`src/rtl/mem_access_unit.sv`:
```
`default_nettype none
// ============================================================================
// Module   : mem_access_unit
// Purpose  : MEM-stage initiator for the data memory bus. Converts one
//            lb/lbu/lh/lhu/lw/sb/sh/sw per instruction into a single req/ack
//            transaction, stalls the pipeline until the responder acks (or
//            the access times out), extracts/extends load data and flags
//            misaligned accesses without touching the bus.
// Ports    :
//   clk_i, rst_ni          clock (rising edge), async active-low reset
//   op_valid_i ... op_pc_i MEM-stage operation (held stable while stall_o)
//   stall_o                freeze upstream pipeline registers
//   ld_valid_o, ld_data_o  extended load result, one DONE cycle
//   exc_adel_o/exc_ades_o  misaligned load/store (combinational, IDLE)
//   bus_err_o              access abandoned after TIMEOUT_CYC REQ cycles
//   m_req_o ... m_pc_o     bus request side (all registered)
//   m_ack_i, m_rdata_i     bus response side
// Revision : 1.0 - initial release
// ============================================================================
module mem_access_unit #(
  parameter int TIMEOUT_CYC = 64
) (
  input  logic        clk_i,
  input  logic        rst_ni,
  input  logic        op_valid_i,
  input  logic        op_we_i,
  input  logic [1:0]  op_size_i,
  input  logic        op_unsigned_i,
  input  logic [31:0] op_addr_i,
  input  logic [31:0] op_wdata_i,
  input  logic [31:0] op_pc_i,
  output logic        stall_o,
  output logic        ld_valid_o,
  output logic [31:0] ld_data_o,
  output logic        exc_adel_o,
  output logic        exc_ades_o,
  output logic        bus_err_o,
  output logic        m_req_o,
  output logic        m_we_o,
  output logic [31:0] m_addr_o,
  output logic [3:0]  m_be_o,
  output logic [31:0] m_wdata_o,
  output logic [31:0] m_pc_o,
  input  logic        m_ack_i,
  input  logic [31:0] m_rdata_i
);

  // Counter only ever holds 0 .. TIMEOUT_CYC-1.
  localparam int CW = (TIMEOUT_CYC > 1) ? $clog2(TIMEOUT_CYC) : 1;
  localparam logic [CW-1:0] CNT_LAST = CW'(TIMEOUT_CYC - 1);

  typedef enum logic [1:0] {
    S_IDLE = 2'd0,
    S_REQ  = 2'd1,
    S_DONE = 2'd2
  } state_t;

  state_t        state_q, state_d;
  logic          m_req_q, m_req_d;
  logic          m_we_q, m_we_d;
  logic [31:0]   m_addr_q, m_addr_d;
  logic [3:0]    m_be_q, m_be_d;
  logic [31:0]   m_wdata_q, m_wdata_d;
  logic [31:0]   m_pc_q, m_pc_d;
  logic [1:0]    off_q, off_d;
  logic [1:0]    size_q, size_d;
  logic          uns_q, uns_d;
  logic [CW-1:0] cnt_q, cnt_d;
  logic [31:0]   ld_data_q, ld_data_d;
  logic          bus_err_q, bus_err_d;

  logic          w_misaligned;
  logic [3:0]    w_be;
  logic [31:0]   w_wdata;
  logic [31:0]   w_rshift;
  logic [7:0]    w_rbyte;
  logic [15:0]   w_rhalf;
  logic [31:0]   w_extract;

  // Size 2'b11 is handled exactly like a word access.
  assign w_misaligned = (op_size_i == 2'b01) ? op_addr_i[0]
                      : (op_size_i[1] && (op_addr_i[1:0] != 2'b00));

  // Byte enables and lane-replicated store data for the incoming op.
  always_comb begin
    w_be    = 4'b1111;
    w_wdata = op_wdata_i;
    case (op_size_i)
      2'b00: begin
        w_be    = 4'b0001 << op_addr_i[1:0];
        w_wdata = {4{op_wdata_i[7:0]}};
      end
      2'b01: begin
        w_be    = op_addr_i[1] ? 4'b1100 : 4'b0011;
        w_wdata = {2{op_wdata_i[15:0]}};
      end
      default: begin
        w_be    = 4'b1111;
        w_wdata = op_wdata_i;
      end
    endcase
  end

  // Load extraction uses the offset/size latched at request time, not the
  // live op inputs.
  assign w_rshift = m_rdata_i >> {off_q, 3'b000};
  assign w_rbyte  = w_rshift[7:0];
  assign w_rhalf  = off_q[1] ? m_rdata_i[31:16] : m_rdata_i[15:0];

  always_comb begin
    w_extract = m_rdata_i;
    case (size_q)
      2'b00:   w_extract = uns_q ? {24'h0, w_rbyte} : {{24{w_rbyte[7]}}, w_rbyte};
      2'b01:   w_extract = uns_q ? {16'h0, w_rhalf} : {{16{w_rhalf[15]}}, w_rhalf};
      default: w_extract = m_rdata_i;
    endcase
  end

  always_ff @(posedge clk_i or negedge rst_ni) begin
    if (!rst_ni) begin
      state_q   <= S_IDLE;
      m_req_q   <= 1'b0;
      m_we_q    <= 1'b0;
      m_addr_q  <= 32'h0;
      m_be_q    <= 4'h0;
      m_wdata_q <= 32'h0;
      m_pc_q    <= 32'h0;
      off_q     <= 2'b00;
      size_q    <= 2'b00;
      uns_q     <= 1'b0;
      cnt_q     <= '0;
      ld_data_q <= 32'h0;
      bus_err_q <= 1'b0;
    end else begin
      state_q   <= state_d;
      m_req_q   <= m_req_d;
      m_we_q    <= m_we_d;
      m_addr_q  <= m_addr_d;
      m_be_q    <= m_be_d;
      m_wdata_q <= m_wdata_d;
      m_pc_q    <= m_pc_d;
      off_q     <= off_d;
      size_q    <= size_d;
      uns_q     <= uns_d;
      cnt_q     <= cnt_d;
      ld_data_q <= ld_data_d;
      bus_err_q <= bus_err_d;
    end
  end

  always_comb begin
    state_d    = state_q;
    m_req_d    = m_req_q;
    m_we_d     = m_we_q;
    m_addr_d   = m_addr_q;
    m_be_d     = m_be_q;
    m_wdata_d  = m_wdata_q;
    m_pc_d     = m_pc_q;
    off_d      = off_q;
    size_d     = size_q;
    uns_d      = uns_q;
    cnt_d      = cnt_q;
    ld_data_d  = ld_data_q;
    bus_err_d  = bus_err_q;
    stall_o    = 1'b0;
    ld_valid_o = 1'b0;
    exc_adel_o = 1'b0;
    exc_ades_o = 1'b0;

    case (state_q)
      S_IDLE: begin
        if (op_valid_i) begin
          if (w_misaligned) begin
            // No bus activity; the pipeline takes the trap.
            exc_adel_o = ~op_we_i;
            exc_ades_o = op_we_i;
          end else begin
            stall_o   = 1'b1;
            m_req_d   = 1'b1;
            m_we_d    = op_we_i;
            m_addr_d  = {op_addr_i[31:2], 2'b00};
            m_be_d    = w_be;
            m_wdata_d = w_wdata;
            m_pc_d    = op_pc_i;
            off_d     = op_addr_i[1:0];
            size_d    = op_size_i;
            uns_d     = op_unsigned_i;
            cnt_d     = '0;
            state_d   = S_REQ;
          end
        end
      end

      S_REQ: begin
        stall_o = 1'b1;
        if (m_ack_i) begin
          m_req_d   = 1'b0;
          ld_data_d = w_extract;
          state_d   = S_DONE;
        end else if (cnt_q == CNT_LAST) begin
          m_req_d   = 1'b0;
          bus_err_d = 1'b1;
          ld_data_d = 32'h0;
          state_d   = S_DONE;
        end else begin
          cnt_d = cnt_q + 1'b1;
        end
      end

      S_DONE: begin
        // Pipeline advances on this edge, so the still-visible op is not
        // picked up again.
        ld_valid_o = ~m_we_q;
        bus_err_d  = 1'b0;
        state_d    = S_IDLE;
      end

      default: begin
        state_d = S_IDLE;
      end
    endcase
  end

  assign ld_data_o = ld_data_q;
  assign bus_err_o = bus_err_q;
  assign m_req_o   = m_req_q;
  assign m_we_o    = m_we_q;
  assign m_addr_o  = m_addr_q;
  assign m_be_o    = m_be_q;
  assign m_wdata_o = m_wdata_q;
  assign m_pc_o    = m_pc_q;

endmodule
`default_nettype wire

```
`config.mk`:
```
export PLATFORM = sky130hd
export DESIGN_NAME = mem_access_unit
export DESIGN_NICKNAME = d
export VERILOG_FILES = /design/src/rtl/mem_access_unit.sv
export SDC_FILE = /design/constraint.sdc
export NUM_CORES = 1
export LEC_CHECK = 0
export ABC_AREA = 0
export BUFFER_PORTS_ARGS = -buffer_cell sky130_fd_sc_hd__buf_2
export CORE_MARGIN = 2
export CORE_UTILIZATION = 44
export CTS_CLUSTER_SIZE = 20
export DETAILED_ROUTE_END_ITERATION = 10
export GPL_ROUTABILITY_DRIVEN = 1
export PLACE_DENSITY = 0.77
export SLEW_MARGIN = 40
export SYNTH_ARGS = -nofsm -noshare
export SYNTH_HDL_FRONTEND = slang
export SYNTH_SLANG_ARGS = --single-unit
```
`constraint.sdc`:
```
create_clock -name clk_i -period 1.8 [get_ports clk_i]
set_input_delay 0.36 -clock clk_i [delete_from_list [all_inputs] [get_ports clk_i]]
set_output_delay 0.36 -clock clk_i [all_outputs]
set_load 0.1 [all_outputs]
```
**After elaboration in Yosys (flattened, before gate mapping)**

Index checks and enable logic that the tools add are counted.

- Input bits: 136
- Output and inout bits: 139
- Register bits: 146

- Shifts and indexed selects: 2
- Bitwise operators: 3
- Add/subtract/negate cells: 1
- Muxes and demuxes: 38
- Reductions and logical operators: 14
- Equality and inequality tests: 11

Operators with widths:

| operator | count |
|---|---|
| $mux 32 | 4 |
| $pmux 32 s2 | 2 |
| $shr 32x5->8 | 1 |
| $mux 6 | 4 |
| $mux 1 | 16 |
| $mux 16 | 1 |
| $pmux 6 s2 | 1 |
| $ne 2x2->1 const B | 5 |
| $reduce_and 3->1 | 3 |
| $mux 2 | 4 |
| $pmux 4 s2 | 1 |
| $reduce_bool 2->1 | 4 |
| $add 6x1->6 const B | 1 |
| $eq 2x1->1 const B | 3 |
| $eq 6x6->1 const B | 1 |
| $logic_not 2->1 | 3 |
| $pmux 1 s2 | 3 |
| $reduce_and 5->1 | 1 |
| $mux 4 | 1 |
| $pmux 2 s2 | 1 |
| $reduce_and 4->1 | 1 |
| $shl 1x2->4 const A | 1 |
| $ne 3x3->1 const B | 1 |
| $not 1->1 | 3 |
| 3 further kinds | 3 |

**Depth between registers and ports, before layout**

Gate-level depths: netlist of run 1.

- Depth after elaboration: 6
- Mapped depth: 7
- Depth with buffers taken out: 5

**Worst setup path before layout of run 1**

No wires, ideal clock.

- Kind: register to output
- Start: register m_we_q, in the netlist m_we_o
- End: output port ld_valid_o
- Data required time: 1440 ps
- Cell stages (with the launch flop): 2
- Path slack: -1661 ps
- Data arrival time: 3101 ps
- Path buffers: 0
- Path through: dfrtp_1 > nor3b_1

- Longest elaborated chain between the ends: 2

RTL lines:

| element | line | source |
|---|---|---|
| start: declaration | 60 | `logic m_we_q, m_we_d;` |
| start signal: assignment | 137 | `m_we_q <= m_we_d;` |
| $not 1->1 | 213 | `ld_valid_o = ~m_we_q;` |
| $mux 1 | 170 | `case (state_q)` |
| end: declaration | 33 | `output logic ld_valid_o,` |

Every way passes these cells.

**Worst setup path in the final report of run 1**

- Start: register state_q[0]
- End: output port exc_ades_o

- Longest elaborated chain between the ends: 2

RTL lines:

| element | line | source |
|---|---|---|
| start: declaration | 58 | `state_t state_q, state_d;` |
| start signal: assignment | 135 | `state_q <= state_d;` |
| $logic_not 2->1 | 170 |  |
| $mux 1 | 170 |  |
| end: declaration | 36 | `output logic exc_ades_o,` |

Every way passes these cells.

==> results of run 1 <==
[logic make-up after synthesis]
group | Yosys count
DFF | 146
muxes | 43
AOI/OAI and AO/OA | 120
adders and majority gates | 1
xor gates and xnor gates | 2
other | 1
and+or+nand+nor | 319
buffers and inverters | 50
[cell usage after synthesis]
| master | n | area share |
|---|---|---|
| nand2_1 | 263 | 0.15 |
| dfrtp_1 | 146 | 0.56 |
| o21ai_0 | 46 | 0.035 |
| mux2i_1 | 33 | 0.050 |
| buf_2 | 22 | 0.017 |
| a21oi_1 | 20 | 0.015 |
| nor2_1 | 19 | 0.011 |
| clkbuf_1 | 17 | 0.0097 |
| nand2b_1 | 12 | 0.011 |
| a221o_2 | 10 | 0.017 |
| nor2b_1 | 10 | 0.0096 |
| a22o_1 | 8 | 0.011 |
| a32o_1 | 8 | 0.012 |
| mux2_2 | 8 | 0.014 |
| a222oi_1 | 7 | 0.011 |
| a221o_1 | 6 | 0.0092 |
| a31oi_1 | 4 | 0.0038 |
| buf_1 | 4 | 0.0023 |
| inv_1 | 4 | 0.0023 |
| nand3_1 | 4 | 0.0031 |
| and3_1 | 3 | 0.0029 |
| nor3b_1 | 3 | 0.0034 |
| buf_4 | 2 | 0.0023 |
| mux2_4 | 2 | 0.0046 |
| nor4bb_1 | 2 | 0.0031 |
| o21a_1 | 2 | 0.0023 |
| a2111oi_4 | 1 | 0.0042 |
| a21o_1 | 1 | 0.0011 |
| a221oi_1 | 1 | 0.0013 |
| a22oi_4 | 1 | 0.0032 |
| a41oi_1 | 1 | 0.0013 |
| buf_6 | 1 | 0.0017 |
| conb_1 | 1 | 0.00057 |
| ha_1 | 1 | 0.0019 |
| nor3_1 | 1 | 0.00076 |
| nor3_4 | 1 | 0.0025 |
| nor4b_2 | 1 | 0.0023 |
| o211ai_1 | 1 | 0.0011 |
| o21ai_1 | 1 | 0.00076 |
| o21bai_1 | 1 | 0.0011 |
| o22ai_1 | 1 | 0.00096 |
| xnor2_1 | 1 | 0.0013 |
| xor2_1 | 1 | 0.0013 |
[state kept, by name, indices dropped and copies added, names as in the netlist]
| name | flops |
|---|---|
| bus_err_o | 1 |
| cnt_q | 6 |
| ld_data_o | 32 |
| m_addr_o | 30 |
| m_be_o | 4 |
| m_pc_o | 32 |
| m_req_o | 1 |
| m_wdata_o | 32 |
| m_we_o | 1 |
| off_q | 2 |
| size_q | 2 |
| state_q | 2 |
| uns_q | 1 |
[routing by layer]
| layer | up-vias | global-route usage |
|---|---|---|
| met5 | - | 0 |
| met2 | 265 | 0.399 |
| li1 | 2865 | - |
| met4 | 2 | 0.0886 |
| met1 | 2769 | 0.290 |
| met3 | 32 | 0.0799 |
[tightest hold or removal path, delay by kind of cell]
family | cells | cell delay (ps)
buffers and inverters | 1 | 70
AND/OR/NAND/NOR | 2 | 80
[per-stage QoR]
step	setup TNS (ps)	cells	util	hold WS, ps
6_report	-294	1160	0.623	125
5_1_grt	-567	1160	0.623	115
4_1_cts	-353	1156	0.619	111
3_5_place_dp	0	1121	0.577	169
3_3_place_gp	-1700	1120	0.577	170
2_1_floorplan	-81.6	683	-	64.4
[final timing paths]
path,endpoint,cells past startpoint
max,exc_ades_o,4
min,m_pc_o[22],3
max reg2reg,ld_data_o[29],7
min reg2reg,m_pc_o[18],2
max in group asynchronous,m_we_o,3
min in group asynchronous,ld_data_o[16],2
[cell type report]
cell class              instances  area [um2]
clock buffers                  21         470
clock inverters                11         105
fillers                      1255        5480
inverters                       4        18.8
multi-input cells             487        2760
flip-flops and latches        146        3660
well taps                     184         230
repair buffers                307        1820
[repair_timing]
| item | in CTS | in global routing |
|---|---|---|
| buffers inserted | 2 | 4 |
| setup endpoints to repair | 13 | 23 |
| pin swaps | 2 | 2 |
| endpoints found under the hold margin | 146 | 0 |
| gates resized for setup | 4 | 5 |
| hold buffers | 1 | 0 |
==> key figures, run 1 <==
Yosys
  • Simple-Gate Fraction of Synth Area: 0.201
  • Syn Area/Cell: 9.60 um2
  • Syn Inst Count: 682
  • Sequential-to-total area share from yosys stat: 0.558
  • Adder-cell share of the synthesized area: 0.00191
  • Synth Area in Compound Gates: 0.132
  • Yosys reg bits: 146
  • Total of warnings raised by yosys: 0
  • Main combinational cell family by area after synthesis: simple AND/OR/NAND/NOR gates
  • Post-Synth XOR/XNOR Area: 0.00268
  • Cell variety after synth: 43
  • Mux contribution to synthesized area: 0.0688
  • Cell Area, Synth: 0.00655 mm2

Placed design
  • DP Worst Slack: approximately 1.2 ps
  • Placer congestion estimate: 0.833
  • Buffers on Ports: 272
  • HPWL Detailed: 13600 um
  • Placed cell areas: 0.00839 mm2

STA
  • Slew headroom: 0.649
  • Slew @ Worst Pin: 529 ps
  • # setup viols final: 3
  • Max Slew Vio Count: 0
  • Worst setup margin: -111 ps
  • Hold Fails Final Rpt: 0
  • Fin crit share: 1.06
  • Minimum clock period: 1910 ps
  • Max Fclk: roughly 520 MHz
  • Setup Skew: 10.8 ps
  • RSZ-0062 raised after global routing: yes

Global route
  • Grt ovf: 0
  • Largest net degree at the start of global routing: 65
  • Number of global-route vias before repair: 5903
  • Total Routing Usage GR: 0.239
  • Initial antenna violation count: 1
  • First-pass GRT wire length: 30200 um

Die
  • Die area: 0.0159 mm2
  • Ports: 275
  • Die Y: 126 um
  • Row count: 44
  • Die X: 126 um
  • Initial Utilization: 0.450
  • Area of the core: between 0.01 and 0.015 mm2

Layout
  • Commonest non-fill, non-tap cell in the layout: buf_2
  • Final Cell Area: 0.00906 mm2
  • Antenna Cells: 0
  • Share of cells above drive strength 1: 0.388
  • Synth-to-Final Area Change: 38.4%
  • Fin nets: 1100
  • Most frequent cells in the layout: buf_2 (267), nand2_1 (262), dfrtp_1 (144)

Critical path
  • R2R Setup Slk: roughly 60 ps
  • Bufs and invs on worst path: 2
  • CP Capture Type: primary output
  • Worst EP required: 1440 ps
  • Worst path max stage delay: 420 ps
  • Crit Path Class: flop to primary output
  • Crit-path cells: nor3b_2 > buf_4 > and3_4 > buf_12
  • Startpoint Class: flop
  • Critical Path Source: state_q[0]
  • CP max FO: 3
  • Worst EP arrival: 1550 ps
  • Origin of the critical flop-to-flop path: state_q[0]
  • CP delay by family, top: flip-flops
  • CP max stage cell: dfrtp_2

Clock network
  • Clock transition at path regs: approximately 60 ps
  • Clk Tree Root Cell: clkbuf_16
  • CTS H-tree depth: 4
  • Clock sinks: between 100 and 150
  • Clk_lat worst skew: 420 ps
  • Num CTS Buffers: 17
  • TritonCTS clock tree: yes
  • Clk buf depth: 2

Hold path
  • Worst hold start: op_pc_i[22]
  • Hold WC Path Type: primary input to flop

Status
  • Status: finished with violations
  • Failing checks: setup timing

Route
  • Met2 routed WL: 9120 um
  • Metal3 WL: 1650 um
  • Vias/cell: 5.11
  • Routed WL: 18600 um
  • Post-route DRC violation count: 0
  • Vias post-DR: 5933
  • DR top layer: met5
  • Routed wire length per instance: 16.0 um
  • Drt initial violations: around 400
  • Total iterations of the first detailed-routing run: 7
  • Metal-1 WL: 7330 um
  • Final ANT Viol Nets: 0

Job
  • Max cap viols: 0
Power of run 1 is not shown: default switching activity piles up to over one toggle a cycle in this logic, so the estimate is an artifact.
==> inputs of run 2 (changes only) <==
--- a/config.mk
+++ b/config.mk
@@ -7,13 +7,13 @@
 export LEC_CHECK = 0
 export ABC_AREA = 0
 export BUFFER_PORTS_ARGS = -buffer_cell sky130_fd_sc_hd__buf_2
+export CORE_ASPECT_RATIO = 1.75
 export CORE_MARGIN = 2
 export CORE_UTILIZATION = 44
 export CTS_CLUSTER_SIZE = 20
 export DETAILED_ROUTE_END_ITERATION = 10
 export GPL_ROUTABILITY_DRIVEN = 1
 export PLACE_DENSITY = 0.77
-export SLEW_MARGIN = 40
 export SYNTH_ARGS = -nofsm -noshare
 export SYNTH_HDL_FRONTEND = slang
 export SYNTH_SLANG_ARGS = --single-unit
==> key figures, run 2 (synthesized netlist as in run 1, its figures left out) <==
Status
  • Status: finished with violations (unchanged)
  • Failing checks: setup timing (unchanged)

Clock network
  • Clk buf depth: 2 (unchanged)
  • Clk_lat worst skew: 410 ps (was 420 ps)
  • CTS H-tree depth: 4 (unchanged)
  • Num CTS Buffers: 17 (unchanged)
  • Clock transition at path regs: 70 ps (was 60 ps)
  • TritonCTS clock tree: yes (unchanged)
  • Clock sinks: 146 (unchanged)
  • Clk Tree Root Cell: clkbuf_16 (unchanged)

Layout
  • Fin nets: 1102 (was 1100)
  • Commonest non-fill, non-tap cell in the layout: buf_2 (unchanged)
  • Most frequent cells in the layout: buf_2 (267), nand2_1 (262), dfrtp_1 (145) (was buf_2 (267), nand2_1 (262), dfrtp_1 (144))
  • Synth-to-Final Area Change: 38.5% (was 38.4%)
  • Sequential standard cell area: 0.00365 mm2 (was 0.00366 mm2)
  • Footprint of the multi-input gates: 0.00274 mm2 (was 0.00276 mm2)
  • Share of cells above drive strength 1: 0.388 (about the same)
  • Final Cell Area: 0.00907 mm2 (was 0.00906 mm2)
  • FILL cells: 1276 (was 1255)

Critical path
  • Worst path max stage delay: 410 ps (was 420 ps)
  • CP max stage cell: dfrtp_1 (was dfrtp_2)
  • Origin of the critical flop-to-flop path: size_q[0] (was state_q[0])
  • Critical path endpoint: exc_ades_o (unchanged)
  • Crit-path cells: nor3b_2 > buf_4 > and3_4 > buf_12 (unchanged)
  • Worst EP arrival: 1530 ps (was 1550 ps)
  • Startpoint Class: flop (unchanged)
  • R2R Path End: ld_data_o[5] (was ld_data_o[29])
  • CP Capture Type: primary output (unchanged)
  • Crit Path Class: flop to primary output (unchanged)
  • Critical Path Source: state_q[0] (unchanged)
  • Worst EP required: 1440 ps (about the same)
  • Worst Reg2Reg Path Length in Cells: 6 (was 7)
  • CP max FO: 4 (was 3)
  • R2R Setup Slk: 60 ps (about the same)

Route
  • Routed WL: 18800 um (was 18600 um)
  • Post-route DRC violation count: 0 (unchanged)
  • Drt initial violations: 335 (was 397)
  • Final ANT Viol Nets: 0 (unchanged)
  • Total iterations of the first detailed-routing run: 6 (was 7)
  • Vias post-DR: 5990 (was 5933)
  • Routed wire length per instance: 16.2 um (was 16.0 um)
  • Vias/cell: 5.15 (was 5.11)

Placed design
  • Placed cell areas: 0.00837 mm2 (was 0.00839 mm2)
  • Placer congestion estimate: 0.848 (was 0.833)
  • HPWL Detailed: 13900 um (was 13600 um)
  • Buffers on Ports: 272 (unchanged)

STA
  • Slew headroom: 0.655 (was 0.649)
  • Slew @ Worst Pin: 521 ps (was 529 ps)
  • Fin Setup TNS: -242 ps (was -294 ps)
  • Worst setup margin: -91.9 ps (was -111 ps)
  • # setup viols final: 3 (unchanged)
  • RSZ-0062 raised after global routing: yes (unchanged)
  • Setup Skew: 10.8 ps (about the same)
  • Minimum clock period: 1890 ps (was 1910 ps)
  • Hold WS: 136 ps (was 125 ps)
  • Hold Fails Final Rpt: 0 (unchanged)
  • Max Fclk: 529 MHz (was 523 MHz)
  • Max Slew Vio Count: 0 (unchanged)
  • Fin crit share: 1.05 (was 1.06)

Die
  • Die Y: 165 um (was 126 um)
  • Die area: 0.0159 mm2 (about the same)
  • Ports: 275 (unchanged)
  • Initial Utilization: 0.446 (was 0.450)
  • Die X: 96.2 um (was 126 um)
  • Area of the core: 0.0147 mm2 (was 0.0145 mm2)
  • Row count: 59 (was 44)

Global route
  • Grt ovf: 0 (unchanged)
  • First-pass GRT wire length: 28400 um (was 30200 um)
  • Number of global-route vias before repair: 5624 (was 5903)
  • Initial antenna violation count: 1 (unchanged)
  • Total Routing Usage GR: 0.233 (was 0.239)
  • Largest net degree at the start of global routing: 72 (was 65)

Hold path
  • Hold WC Path Type: primary input to flop (unchanged)

Job
  • Max cap viols: 0 (unchanged)
[run 2: changes by cell type in the layout (fill, tap and decap cells not counted), moves of 2 or more]
cell | before | now
buf_12 | 14 | 12
buf_6 | 1 | 4
clkinv_2 | 2 | 0
clkinvlp_4 | 5 | 3
inv_6 | 1 | 3
[run 2: worst min path at each step]
stage / cells after the start / slack, ps / from / to
after floorplan: 0 / 60 / rst_ni / bus_err_o
after global placement: 1 / 310 / rst_ni / m_addr_o[28]
after detailed placement: 1 / 310 / rst_ni / m_addr_o[24]
after CTS: 3 / 120 / op_pc_i[25] / m_pc_o[25]
after global routing: 3 / 130 / op_pc_i[27] / m_pc_o[27]
final: 3 / 140 / op_pc_i[25] / m_pc_o[25]
[run 2: metal layers]
metal | routed length [um] | global-route usage
met1 | 6960 | 0.269
met2 | 10100 | 0.408
met3 | 1090 | 0.0454
met4 | 591 | 0.105
met5 | 0 | 0
[run 2: repair_timing]
item | CTS | global route
gates resized for setup | 4 | 6
pin swaps | 2 | 3
setup endpoints to repair | 18 | 20
hold endpoints to repair | 39 | 0
setup buffers | 3 | 2
hold buffers | 1 | 0
[run 2: cell type report]
type	instances	area share
diodes	1	0.000276
inverters	4	0.00166
well taps	183	0.0253
flip-flops and latches	146	0.403
clock inverters	12	0.0161
clock buffers	20	0.0504
multi-input cells	487	0.303
repair buffers	309	0.201
[run 2: stage by stage]
step,utilization,setup WS [ps],instances
2_1_floorplan,-,-81.6,683
4_1_cts,0.615,-91.9,1159
3_3_place_gp,0.570,-107,1123
6_report,0.617,-91.9,1162
3_5_place_dp,0.570,-187,1123
5_1_grt,0.617,-165,1162
[run 2: worst max-delay path: cells and delay by family (launching register included)]
kind,cells,cell delay [ps]
simple gates,2,390
flops,1,410
buf+inv,2,330
Power of run 2 is left out for the same reason.
==> inputs of run 3 (changes only) <==
--- a/config.mk
+++ b/config.mk
@@ -8,7 +8,7 @@
 export ABC_AREA = 0
 export BUFFER_PORTS_ARGS = -buffer_cell sky130_fd_sc_hd__buf_2
 export CORE_ASPECT_RATIO = 1.75
-export CORE_MARGIN = 2
+export CORE_MARGIN = 8
 export CORE_UTILIZATION = 44
 export CTS_CLUSTER_SIZE = 20
 export DETAILED_ROUTE_END_ITERATION = 10
==> key figures, run 3 (synthesized netlist as in run 1, its figures left out) <==
Status
  • Status: finished with violations (unchanged)
  • Failing checks: setup timing (unchanged)

STA
  • Hold Fails Final Rpt: 0 (unchanged)
  • Fin crit share: 1.09 (was 1.05)
  • Setup Skew: 6.84 ps (was 10.8 ps)
  • Minimum clock period: 1960 ps (was 1890 ps)
  • RSZ-0062 raised after global routing: yes (unchanged)
  • Slew @ Worst Pin: 685 ps (was 521 ps)
  • Max Fclk: 510 MHz (was 529 MHz)
  • Hold WS: 135 ps (was 136 ps)
  • # setup viols final: 4 (was 3)
  • Max Slew Vio Count: 0 (unchanged)
  • Slew headroom: 0.543 (was 0.655)
  • Worst setup margin: -160 ps (was -91.9 ps)

Clock network
  • Clock transition at path regs: 70 ps (about the same)
  • Clock sinks: 146 (unchanged)
  • CTS H-tree depth: 4 (unchanged)
  • Clk_lat worst skew: 410 ps (about the same)
  • Num CTS Buffers: 17 (unchanged)
  • Clk Tree Root Cell: clkbuf_16 (unchanged)
  • Clk buf depth: 2 (unchanged)
  • TritonCTS clock tree: yes (unchanged)

Critical path
  • CP max stage cell: dfrtp_1 (unchanged)
  • Worst EP arrival: 1600 ps (was 1530 ps)
  • Worst EP required: 1440 ps (about the same)
  • CP max FO: 3 (was 4)
  • Worst path max stage delay: 390 ps (was 410 ps)
  • Crit Path Class: flop to primary output (unchanged)
  • CP Capture Type: primary output (unchanged)
  • Startpoint Class: flop (unchanged)
  • Crit-path cells: buf_6 > nor3b_2 > buf_4 > and3_4 > buf_12 (was nor3b_2 > buf_4 > and3_4 > buf_12)

Layout
  • Commonest non-fill, non-tap cell in the layout: buf_2 (unchanged)
  • Most frequent cells in the layout: buf_2 (267), nand2_1 (262), dfrtp_1 (144) (was buf_2 (267), nand2_1 (262), dfrtp_1 (145))
  • Fin util: 0.626 (was 0.617)
  • Synth-to-Final Area Change: 40.6% (was 38.5%)
  • Share of cells above drive strength 1: 0.393 (was 0.388)
  • Fin nets: 1109 (was 1102)
  • Final Cell Area: 0.00920 mm2 (was 0.00907 mm2)

Route
  • Routed WL: 20700 um (was 18800 um)
  • Total iterations of the first detailed-routing run: 5 (was 6)
  • Drt initial violations: 361 (was 335)
  • Vias/cell: 5.17 (was 5.15)
  • Routed wire length per instance: 17.7 um (was 16.2 um)
  • Post-route DRC violation count: 0 (unchanged)
  • Vias post-DR: 6042 (was 5990)
  • Final ANT Viol Nets: 0 (unchanged)

Placed design
  • DP Worst Slack: -189 ps (was -187 ps)
  • Placed cell areas: 0.00845 mm2 (was 0.00837 mm2)
  • Buffers on Ports: 272 (unchanged)
  • Placer congestion estimate: 0.882 (was 0.848)
  • HPWL Detailed: 15800 um (was 13900 um)

Die
  • Ports: 275 (unchanged)
  • Initial Utilization: 0.446 (unchanged)
  • Row count: 59 (unchanged)
  • Die X: 108 um (was 96.2 um)
  • Die Y: 177 um (was 165 um)
  • Area of the core: 0.0147 mm2 (unchanged)
  • Die area: 0.0192 mm2 (was 0.0159 mm2)

Global route
  • First-pass GRT wire length: 32000 um (was 28400 um)
  • Number of global-route vias before repair: 6143 (was 5624)
  • Grt ovf: 0 (unchanged)
  • Largest net degree at the start of global routing: 48 (was 72)
  • Total Routing Usage GR: 0.212 (was 0.233)
  • Initial antenna violation count: 1 (unchanged)

Hold path
  • Hold WC Path Type: primary input to flop (unchanged)

Job
  • Max cap viols: 0 (unchanged)
==> run 3: critical path, delay by kind of cell (launching register included) <==
family	cells	cell delay, ps
flip-flops	1	390
AND/OR/NAND/NOR	2	350
buffers and inverters	3	450
==> run 3: layout make-up <==
class | count | area (um2)
Fill cell | 1277 | 5490
Sequential cell | 146 | 3660
Multi-Input combinational cell | 487 | 2760
Timing Repair Buffer | 316 | 1930
Clock buffer | 19 | 443
Tap cell | 183 | 229
Clock inverter | 13 | 173
Inverter | 4 | 15.0
Antenna cell | 1 | 2.50
==> run 3: through the flow <==
stage	cells	TNS [ps]
floorplan	683	-81.6
global placement	1127	-1350
detailed placement	1127	-2900
CTS	1164	-376
global route	1169	-4130
finish	1169	-355
==> run 3: metal layers <==
layer | track usage | vias to the layer above | part of all wire
li1 | - | 2885 | -
met2 | 0.373 | 248 | 0.53
met3 | 0.0596 | 42 | 0.079
met1 | 0.229 | 2867 | 0.36
met5 | 0 | - | 0
met4 | 0.0937 | 0 | 0.031
==> run 3: path summary, 6_finish.rpt <==
check                             start            to  slack (ps)  cells after the start
setup reg to reg             state_q[0]  m_addr_o[15]         -10                      9
setup / recovery             state_q[0]    exc_ades_o        -160                      5
hold reg to reg            m_addr_o[31]  m_addr_o[31]         470                      2
hold / removal              op_pc_i[13]    m_pc_o[13]         140                      3
min in group asynchronous        rst_ni  m_addr_o[23]         460                      2
max in group asynchronous        rst_ni    m_pc_o[31]         750                      3
==> run 3: repair_timing <==
item,4_1_cts,5_1_grt
endpoints found under the hold margin,42,0
endpoints found under the setup margin,19,17
resized for setup,4,11
buffers inserted,4,4
hold buffers,1,0
pin swaps,2,4
Power of run 3 is left out for the same reason.
